`src/rtl/div_iter_pkg.sv`:
```
// div_iter_pkg: shared constants and types for the iterative divider.
// This package holds the FSM state encoding, the datapath width and iteration
// count, and the {HI,LO} packing that the multiplier consumer also uses.
package div_iter_pkg;

  localparam int DIV_WIDTH = 32;
  localparam int DIV_ITERS = 32;

  localparam logic [1:0] IDLE = 2'b00;
  localparam logic [1:0] BUSY = 2'b01;
  localparam logic [1:0] DONE = 2'b10;

  // HI holds the remainder and LO holds the quotient, in the same order as the multiplier result.
  typedef struct packed {
    logic [DIV_WIDTH-1:0] hi;
    logic [DIV_WIDTH-1:0] lo;
  } hilo_t;

  function automatic hilo_t packHiLo(input logic [DIV_WIDTH-1:0] r,
                                     input logic [DIV_WIDTH-1:0] s);
    hilo_t res;
    res.hi = r;
    res.lo = s;
    return res;
  endfunction

endpackage

```
`src/rtl/div_iter_if.sv`:
```
// div_iter_if: operand/result handshake bundle between EX and the divider.
// The master side is the pipeline and the slave side is div_iter.
// When DIV_CANCEL_EN is defined, the bundle also carries div_cancel for pipeline flushes.
interface div_iter_if
  import div_iter_pkg::*;
#(
  parameter int WIDTH = DIV_WIDTH
);

  logic             div_valid;
  logic             div_ready;
  logic             div_signed;
  logic [WIDTH-1:0] x;
  logic [WIDTH-1:0] y;
  logic             result_valid;
  logic             result_ready;
  logic [WIDTH-1:0] s;
  logic [WIDTH-1:0] r;
`ifdef DIV_CANCEL_EN
  logic             div_cancel;
`endif

  modport master (
    output div_valid, div_signed, x, y, result_ready,
`ifdef DIV_CANCEL_EN
    output div_cancel,
`endif
    input  div_ready, result_valid, s, r
  );

  modport slave (
    input  div_valid, div_signed, x, y, result_ready,
`ifdef DIV_CANCEL_EN
    input  div_cancel,
`endif
    output div_ready, result_valid, s, r
  );

endinterface

```
`src/rtl/div_step.sv`:
```
// div_step: a single combinational radix-2 restoring division step.
// It operates on unsigned magnitudes. quo_i holds the dividend bits that are
// still unconsumed in its upper part, and finished quotient bits enter at bit 0.
module div_step
  import div_iter_pkg::*;
#(
  parameter int WIDTH = DIV_WIDTH
) (
  input  logic [WIDTH:0]   rem_i,
  input  logic [WIDTH-1:0] quo_i,
  input  logic [WIDTH-1:0] divisor_i,
  output logic [WIDTH:0]   rem_o,
  output logic [WIDTH-1:0] quo_o
);

  logic [WIDTH+1:0] remShift;
  logic [WIDTH+1:0] trial;

  // Bring the next dividend bit into the remainder, then keep the subtraction only when it does not underflow.
  always_comb begin
    remShift = {rem_i, quo_i[WIDTH-1]};
    trial    = remShift - {2'b00, divisor_i};
    if (!trial[WIDTH+1]) begin
      rem_o = trial[WIDTH:0];
      quo_o = {quo_i[WIDTH-2:0], 1'b1};
    end else begin
      rem_o = remShift[WIDTH:0];
      quo_o = {quo_i[WIDTH-2:0], 1'b0};
    end
  end

endmodule

```
`src/rtl/div_iter.sv`:
```
// div_iter: iterative radix-2 restoring divider for DIV/DIVU. It produces one
// quotient bit per cycle and feeds HI (r) and LO (s).
// Optional macro DIV_CANCEL_EN adds div_cancel, which flushes an operation in flight.
module div_iter
  import div_iter_pkg::*;
#(
  parameter int WIDTH = DIV_WIDTH,
  parameter int CNT_W = 5
) (
  input logic       mul_clk,
  input logic       resetn,
  div_iter_if.slave bus
);

  logic [1:0]       state_q, state_d;
  logic [CNT_W-1:0] cnt_q, cnt_d;
  logic [WIDTH:0]   rem_q, rem_d;
  logic [WIDTH-1:0] quo_q, quo_d;
  logic [WIDTH-1:0] absY_q, absY_d;
  logic             sx_q, sx_d;
  logic             sy_q, sy_d;
  logic             divZero_q, divZero_d;

  logic [WIDTH:0]   stepRem;
  logic [WIDTH-1:0] stepQuo;
  logic             cancel;
  logic             accept;
  logic             lastIter;
  logic             inSx, inSy;
  logic [WIDTH-1:0] inAbsX, inAbsY;

`ifdef DIV_CANCEL_EN
  assign cancel = bus.div_cancel;
`else
  assign cancel = 1'b0;
`endif

  assign inSx     = bus.div_signed & bus.x[WIDTH-1];
  assign inSy     = bus.div_signed & bus.y[WIDTH-1];
  assign inAbsX   = inSx ? -bus.x : bus.x;
  assign inAbsY   = inSy ? -bus.y : bus.y;
  assign accept   = (state_q == IDLE) && bus.div_valid && !cancel;
  assign lastIter = (cnt_q == {CNT_W{1'b1}});

  div_step #(.WIDTH(WIDTH)) u_step (
    .rem_i     (rem_q),
    .quo_i     (quo_q),
    .divisor_i (absY_q),
    .rem_o     (stepRem),
    .quo_o     (stepQuo)
  );

  // Next-state logic: latch the operands on accept, take one step per BUSY cycle, and hold the result in DONE.
  always_comb begin
    state_d   = state_q;
    cnt_d     = cnt_q;
    rem_d     = rem_q;
    quo_d     = quo_q;
    absY_d    = absY_q;
    sx_d      = sx_q;
    sy_d      = sy_q;
    divZero_d = divZero_q;
    case (state_q)
      IDLE: begin
        if (accept) begin
          state_d   = BUSY;
          cnt_d     = '0;
          rem_d     = '0;
          quo_d     = inAbsX;
          absY_d    = inAbsY;
          sx_d      = inSx;
          sy_d      = inSy;
          divZero_d = (bus.y == '0);
        end
      end
      BUSY: begin
        if (cancel) begin
          state_d = IDLE;
        end else begin
          rem_d = stepRem;
          quo_d = stepQuo;
          cnt_d = cnt_q + 1'b1;
          if (lastIter) begin
            state_d = DONE;
          end
        end
      end
      DONE: begin
        if (cancel || bus.result_ready) begin
          state_d = IDLE;
        end
      end
      default: state_d = IDLE;
    endcase
  end

  // State registers; the synchronous active-low reset aborts any operation in flight.
  always_ff @(posedge mul_clk) begin
    if (!resetn) begin
      state_q   <= IDLE;
      cnt_q     <= '0;
      rem_q     <= '0;
      quo_q     <= '0;
      absY_q    <= '0;
      sx_q      <= 1'b0;
      sy_q      <= 1'b0;
      divZero_q <= 1'b0;
    end else begin
      state_q   <= state_d;
      cnt_q     <= cnt_d;
      rem_q     <= rem_d;
      quo_q     <= quo_d;
      absY_q    <= absY_d;
      sx_q      <= sx_d;
      sy_q      <= sy_d;
      divZero_q <= divZero_d;
    end
  end

  assign bus.div_ready    = (state_q == IDLE);
  assign bus.result_valid = (state_q == DONE);

  // The quotient skips sign correction on divide-by-zero, so the all-ones pattern reaches s unchanged.
  // A zero divisor leaves |x| in rem. Restoring the dividend's sign to that value gives back
  // the original x, so r needs no separate copy of the operand.
  assign bus.s = ((sx_q ^ sy_q) && !divZero_q) ? -quo_q : quo_q;
  assign bus.r = sx_q ? -rem_q[WIDTH-1:0] : rem_q[WIDTH-1:0];

endmodule
```
`src/flat_wrapper.sv`:
```
// flat-port wrapper written by rule: the top's interface ports become plain ports
module div_iter_flat import div_iter_pkg::*;
#(
  parameter int WIDTH = DIV_WIDTH,
  parameter int CNT_W = 5
)
  (mul_clk, resetn, bus_div_valid, bus_div_signed, bus_x, bus_y, bus_result_ready, bus_div_ready, bus_result_valid, bus_s, bus_r);
  div_iter_if #(.WIDTH(WIDTH)) bus_i ();
  input logic mul_clk;
  input logic resetn;
  input wire logic [$bits(bus_i.div_valid)-1:0] bus_div_valid;
  input wire logic [$bits(bus_i.div_signed)-1:0] bus_div_signed;
  input wire logic [$bits(bus_i.x)-1:0] bus_x;
  input wire logic [$bits(bus_i.y)-1:0] bus_y;
  input wire logic [$bits(bus_i.result_ready)-1:0] bus_result_ready;
  output wire logic [$bits(bus_i.div_ready)-1:0] bus_div_ready;
  output wire logic [$bits(bus_i.result_valid)-1:0] bus_result_valid;
  output wire logic [$bits(bus_i.s)-1:0] bus_s;
  output wire logic [$bits(bus_i.r)-1:0] bus_r;
  assign bus_i.div_valid = bus_div_valid;
  assign bus_i.div_signed = bus_div_signed;
  assign bus_i.x = bus_x;
  assign bus_i.y = bus_y;
  assign bus_i.result_ready = bus_result_ready;
  assign bus_div_ready = bus_i.div_ready;
  assign bus_result_valid = bus_i.result_valid;
  assign bus_s = bus_i.s;
  assign bus_r = bus_i.r;
  div_iter #(.WIDTH(WIDTH), .CNT_W(CNT_W)) u_core (.mul_clk(mul_clk), .resetn(resetn), .bus(bus_i));
endmodule
```
`config.mk`:
```
export PLATFORM = sky130hd
export DESIGN_NAME = div_iter_flat
export DESIGN_NICKNAME = d
export VERILOG_FILES = /design/src/rtl/div_iter_pkg.sv /design/src/rtl/div_iter_if.sv /design/src/rtl/div_step.sv /design/src/rtl/div_iter.sv /design/src/flat_wrapper.sv
export SDC_FILE = /design/constraint.sdc
export NUM_CORES = 1
export LEC_CHECK = 0
export ABC_AREA = 1
export CORE_ASPECT_RATIO = 1.1
export CORE_UTILIZATION = 53
export DETAILED_ROUTE_END_ITERATION = 8
export HOLD_SLACK_MARGIN = 0.02
export PLACE_DENSITY = 0.79
export SKIP_LAST_GASP = 1
export SYNTH_ARGS = -nofsm -noshare
export SYNTH_HDL_FRONTEND = slang
export SYNTH_HIERARCHICAL = 1
export SYNTH_SLANG_ARGS = --single-unit
```
`constraint.sdc`:
```
create_clock -name mul_clk -period 1.9 [get_ports mul_clk]
set_input_delay 0.38 -clock mul_clk [delete_from_list [all_inputs] [get_ports mul_clk]]
set_output_delay 0.38 -clock mul_clk [all_outputs]
set_load 0.005 [all_outputs]
```
==> flow_metrics.py, run 1 <==
metrics = {
    "outcome": {
        "status": "stopped before the end",
        "haltStage": "global routing",
        "error_message": "[ERROR GRT-0232] Routing congestion too high. Check the congestion heatmap in the GUI.",
    },
    "synth": {
        "synthAdderAreaFrac": 0.0439,
        "synth_top_family_by_area": "simple AND/OR/NAND/NOR gates",
        "ys_ff_latch": 107,
        "synth_mux_area_frac": 0,
        "synthArstFlopShare": 0,
        "synth-xor-area-share": 0.0636,
        "synth_cell_types": 49,
        "yosysWarnings": 6,
        "ys.flop_type": "dfxtp_1",
        "syn_avg_cell_area_sq_um": 5.65,
        "synth_edf_count": 0,
        "syn_area_sq_um": 11300,
        "synthSimpleGateAreaFrac": 0.420,
        "syn_nets": 2105,
        "synth_top_area_frac": 0.201,
        "synthCells": 1997,
        "yosysTopAreaCell": "nand2_1",
        "ys_seq_area_frac": 0.190,
        "synth_compound_area_frac": 0.128,
        "synth_area_leaders": "nand2_1 20%, dfxtp_1 19%, inv_1 9.8%, nor2_1 7.3%, nand3_1 7.1%",
    },
    "global_route": {
        "grt_start_max_net_pins": 41,
        "grtUsageTotal": 0.928,
        "gr-total-overflow": 607,
    },
    "clock_tree": {
        "cts_made_buffers": 9,
        "root_buffer": "clkbuf_16",
        "cts_buffer_depth": 2,
        "clock_sink_count": 107,
        "htreeDepth": 3,
        "cts_hold_buf": 0,
    },
    "die": {
        "die_x_um": 141,
        "die_h_um": 155,
        "initial_core_util": 0.545,
        "pin_count": 135,
        "fp-row-count": 55,
    },
    "placed_design": {
        "hpwlAfterDp_um": 35400,
        "port_buffers": 134,
        "post-place-ws_ns": -0.573,
        "gp_congestion": 1.01,
    },
    "timing": {
        "grt-worst-endpoint": "bus_r[24]",
        "worst_endpoint_kind": "output port",
    },
}
==> per-stage QoR <==
step / cells / utilization / setup TNS (ns) / instance area, sq um
after floorplan: 1997 / - / -0.0767 / 11700
after global placement: 2737 / 0.780 / -40.66 / 16100
after detailed placement: 2737 / 0.780 / -46.82 / 16100
after CTS: 2824 / 0.872 / -34.96 / 18100
==> cell usage after synthesis (all sizes together), types with 2 or more instances <==
cell and instances:
nand2 619, inv 309, nor2 237, nand3 168, a21oi 129, dfxtp 107
o21ai 92, buf 72, xor2 65, ha 38, nor3 30, nand4 26
clkbuf 22, xnor2 17, and2 12, o221ai 11, o211ai 9, nor4 7
or2 5, nand3b 3, o21bai 3, o31ai 3, a211oi 2, a31oi 2
o221a 2
==> metal layers <==
metal / GRT usage / GRT overflow
met4: 1.01 / 175
met5: 0.590 / 3
met3: 0.814 / 23
met2: 1.07 / 381
met1: 0.879 / 25
==> logic make-up after synthesis <==
kind of cell / Yosys count
and+or+nand+nor: 1107
AOI/OAI and AO/OA: 258
xor gates and xnor gates: 82
adders and majority gates: 39
DFF: 107
buffers and inverters: 404
==> what timing repair did <==
action,CTS
endpoints found under the hold margin,0
pin swaps,160
setup buffers,62
cloned,12
gates resized for setup,509
endpoints found under the setup margin,98
==> inputs of run 2 (changes only) <==
CORE_ASPECT_RATIO = default   (was 1.1)
CORE_UTILIZATION = 40   (was 53)
HOLD_SLACK_MARGIN = default   (was 0.02)
PLACE_DENSITY = default   (was 0.79)
PLACE_DENSITY_LB_ADDON = 0.15   (was default)
clock period = 2.5 ns   (was 1.9 ns; I/O delays follow)
==> run 2 against run 1 <==
Net effect: the flow now finishes, with violations (negative setup slack); synthesized area unchanged; synthesized cell count unchanged.
==> flow_metrics.py, run 2 <==
metrics = {
    "drt": {
        "routed.top_layer": "met4",
        "wl_met3_um": 1830,
        "wl_per_cell_um": 16.0,
        "vias": 13400,
        "drc_errors": 0,
        "via_per_inst": 5.05,
        "drtAntennaViolNets": 0,
        "route.met2.wl_um": 20200,
        "drt-pass1-iter-count": 6,
        "finalWirelength_um": 42200,
        "drt-met1-wl_um": 18800,
        "drtIter0Drc": 1011,
    },
    "layout": {
        "multi_input_area_sq_um": 8140,
        "largest_register_ffs": 33,
        "layout_commonest_cell": "nand2_1",
        "most-common-layout-cells": "578 x nand2_1, 284 x inv_1, 197 x buf_4, 196 x nor2_1, 153 x nand3_1",
        "diodes": 0,
        "reg_top3": "u_core/rem_q (33), u_core/absY_q (32), u_core/quo_q (32)",
        "largest-register": "u_core/rem_q",
        "regArea_sq_um": 2200,
        "nNetsFinal": 2370,
        "drive_gt1_frac": 0.213,
        "fillerInstances": 2910,
        "synthToLayoutAreaGrowth_pct": 35.0,
    },
    "synth": {
        "syn_nets": 2105,
        "yosysTopAreaCell": "nand2_1",
        "synthArstFlopShare": 0,
        "syn_area_sq_um": 11300,
        "ys_seq_area_frac": 0.190,
        "yosysWarnings": 6,
        "synth_top_area_frac": 0.201,
        "yosysMostFrequentCell": "nand2_1",
        "synthCells": 1997,
        "ys.flop_type": "dfxtp_1",
        "ys_ff_latch": 107,
        "synth_edf_count": 0,
        "syn_avg_cell_area_sq_um": 5.65,
        "synth_cell_types": 49,
        "synth_area_leaders": "nand2_1 20%, dfxtp_1 19%, inv_1 9.8%, nor2_1 7.3%, nand3_1 7.1%",
        "synth_common_cells": "604 x nand2_1, 296 x inv_1, 219 x nor2_1",
    },
    "setup_path": {
        "critical_path_class": "reg -> out",
        "arrival_ns": 2.13,
        "crit_path_start_kind": "flip-flop",
        "setup.worst_path.end_class": "output port",
        "crit_fanout": 4,
        "required_ns": 2.00,
        "worst-r2r-setup-slack_ns": 0.13,
    },
    "die": {
        "pin_count": 135,
        "die_area_sq_um": 28900,
        "die_h_um": 170,
        "initial_core_util": 0.406,
        "coreArea_sq_um": 27800,
        "die_x_um": 170,
        "fp-row-count": 61,
    },
    "clock_tree": {
        "root_buffer": "clkbuf_16",
        "cts_hold_buf": 0,
        "clock_sink_count": 107,
        "cts_tree": "done",
        "cts_made_buffers": 9,
        "htreeDepth": 3,
        "cts_buffer_depth": 2,
        "path_clk_slew_ns": 0.08,
        "clk_latency_ns": 0.37,
    },
    "timing": {
        "post-route-min-period_ns": 2.63,
        "final-hold-violation-count": 0,
        "finClkSkew_ns": 0.0117,
        "fin_ws_ns": -0.127,
        "slew_viol_final": 0,
        "max_freq_mhz": 381,
        "rsz0062_at_grt": "true",
        "tightest_slew_ns": 0.685,
        "slew_headroom": 0.543,
        "finalSetupViolations": 7,
        "period_share": 1.05,
        "final.setup.tns_ns": -0.489,
    },
    "placed_design": {
        "port_buffers": 134,
        "hpwlAfterDp_um": 33600,
        "gp_congestion": 0.986,
    },
    "outcome": {
        "status": "complete, but fails checks",
        "violations": "negative setup slack",
    },
    "pwr": {
        "ir_drop_mv": 0.369,
        "p_leak_uw": 0.00781,
        "pwr_density_cell_nw_per_um2": 690,
        "power.total_uw": 10500,
    },
    "global_route": {
        "grt_pass1_vias": 12400,
        "grt_pass1_wl_um": 65100,
        "grtUsageTotal": 0.288,
        "antenna_found_initial": 0,
        "gr-total-overflow": 0,
        "grt_start_max_net_pins": 45,
    },
    "flow_run": {
        "drv_cap": 0,
    },
    "hold_path": {
        "hold_path.class": "reg -> reg",
    },
}
[run 2: cell counts after synthesis]
Identical to the previous run, type by type.
[run 2: report_power, final]
group	switching [uW]	internal, uW	total, uW
combinational	3890	2920	6820
clock	730	836	1570
sequential	228	1900	2130
total	4850	5660	10500
[run 2: worst paths after layout]
check                           startpoint                       endpoint  cells past startpoint
max           u_core/quo_q[7]$_SDFFE_PN0P_                      bus_s[31]                     10
min           u_core/cnt_q[3]$_SDFFE_PN0P_   u_core/cnt_q[3]$_SDFFE_PN0P_                      2
max reg2reg  u_core/absY_q[4]$_SDFFE_PN0P_  u_core/rem_q[22]$_SDFFE_PN0P_                     17
min reg2reg   u_core/cnt_q[3]$_SDFFE_PN0P_   u_core/cnt_q[3]$_SDFFE_PN0P_                      2
[run 2: metal layers]
metal | global-route usage | up-vias
li1 | - | 6787
met1 | 0.375 | 6079
met2 | 0.491 | 423
met3 | 0.0233 | 74
met4 | 0.111 | 0
met5 | 0 | -
[run 2: repair_timing]
action	4_1_cts	5_1_grt
buffers inserted	34	14
pin swaps	51	52
setup endpoints to repair	57	79
cloned	0	1
resized for setup	181	173
[run 2: cell type report]
type	count	share of cell area
clock inverter	6	0.00608
sequential	107	0.144
tap	378	0.0310
inverter	310	0.0774
multi-input combinational	1486	0.534
clock buffer	10	0.0157
timing repair buffer	348	0.191
[run 2: logic make-up (layout without fill, tap and decap cells)]
group	after synthesis	after routing	share of synthesized area
simple gates	1107	1107	0.420
buf+inv	404	674	0.155
compound gates	258	258	0.128
flops	107	107	0.190
xor+xnor	82	82	0.0636
fa+ha+maj	39	39	0.0439
[run 2: metrics by stage]
| stage | hold WS (ns) | cell area, sq um | setup slack [ns] | util | std cells |
|---|---|---|---|---|---|
| after global routing | 0.500 | 15200 | -0.202 | 0.548 | 2645 |
| after global placement | 0.453 | 13800 | -0.0178 | 0.498 | 2583 |
| after floorplan | 0.443 | 11300 | 0.430 | - | 1997 |
| after detailed placement | 0.463 | 13800 | -0.0240 | 0.498 | 2583 |
| final | 0.473 | 15200 | -0.127 | 0.548 | 2645 |
| after CTS | 0.475 | 14600 | -0.199 | 0.525 | 2632 |
[run 2: critical path, cell delays in order (launching register included)]
cell and delay, ns:
dfxtp_4 0.37, nor2_4 0.09, inv_2 0.05, nor4_4 0.29, buf_4 0.17, nand4_1 0.17, nand2_2 0.16, buf_6 0.12
nand2_2 0.04, xor2_1 0.16, buf_2 0.14
No activity file was read; power rests on OpenSTA's default activity.
==> inputs of run 3 (changes only) <==
CAP_MARGIN = 10   (was default)
==> results of run 3 <==
The final DEF is identical to that of run 2; final timing and power are the same.
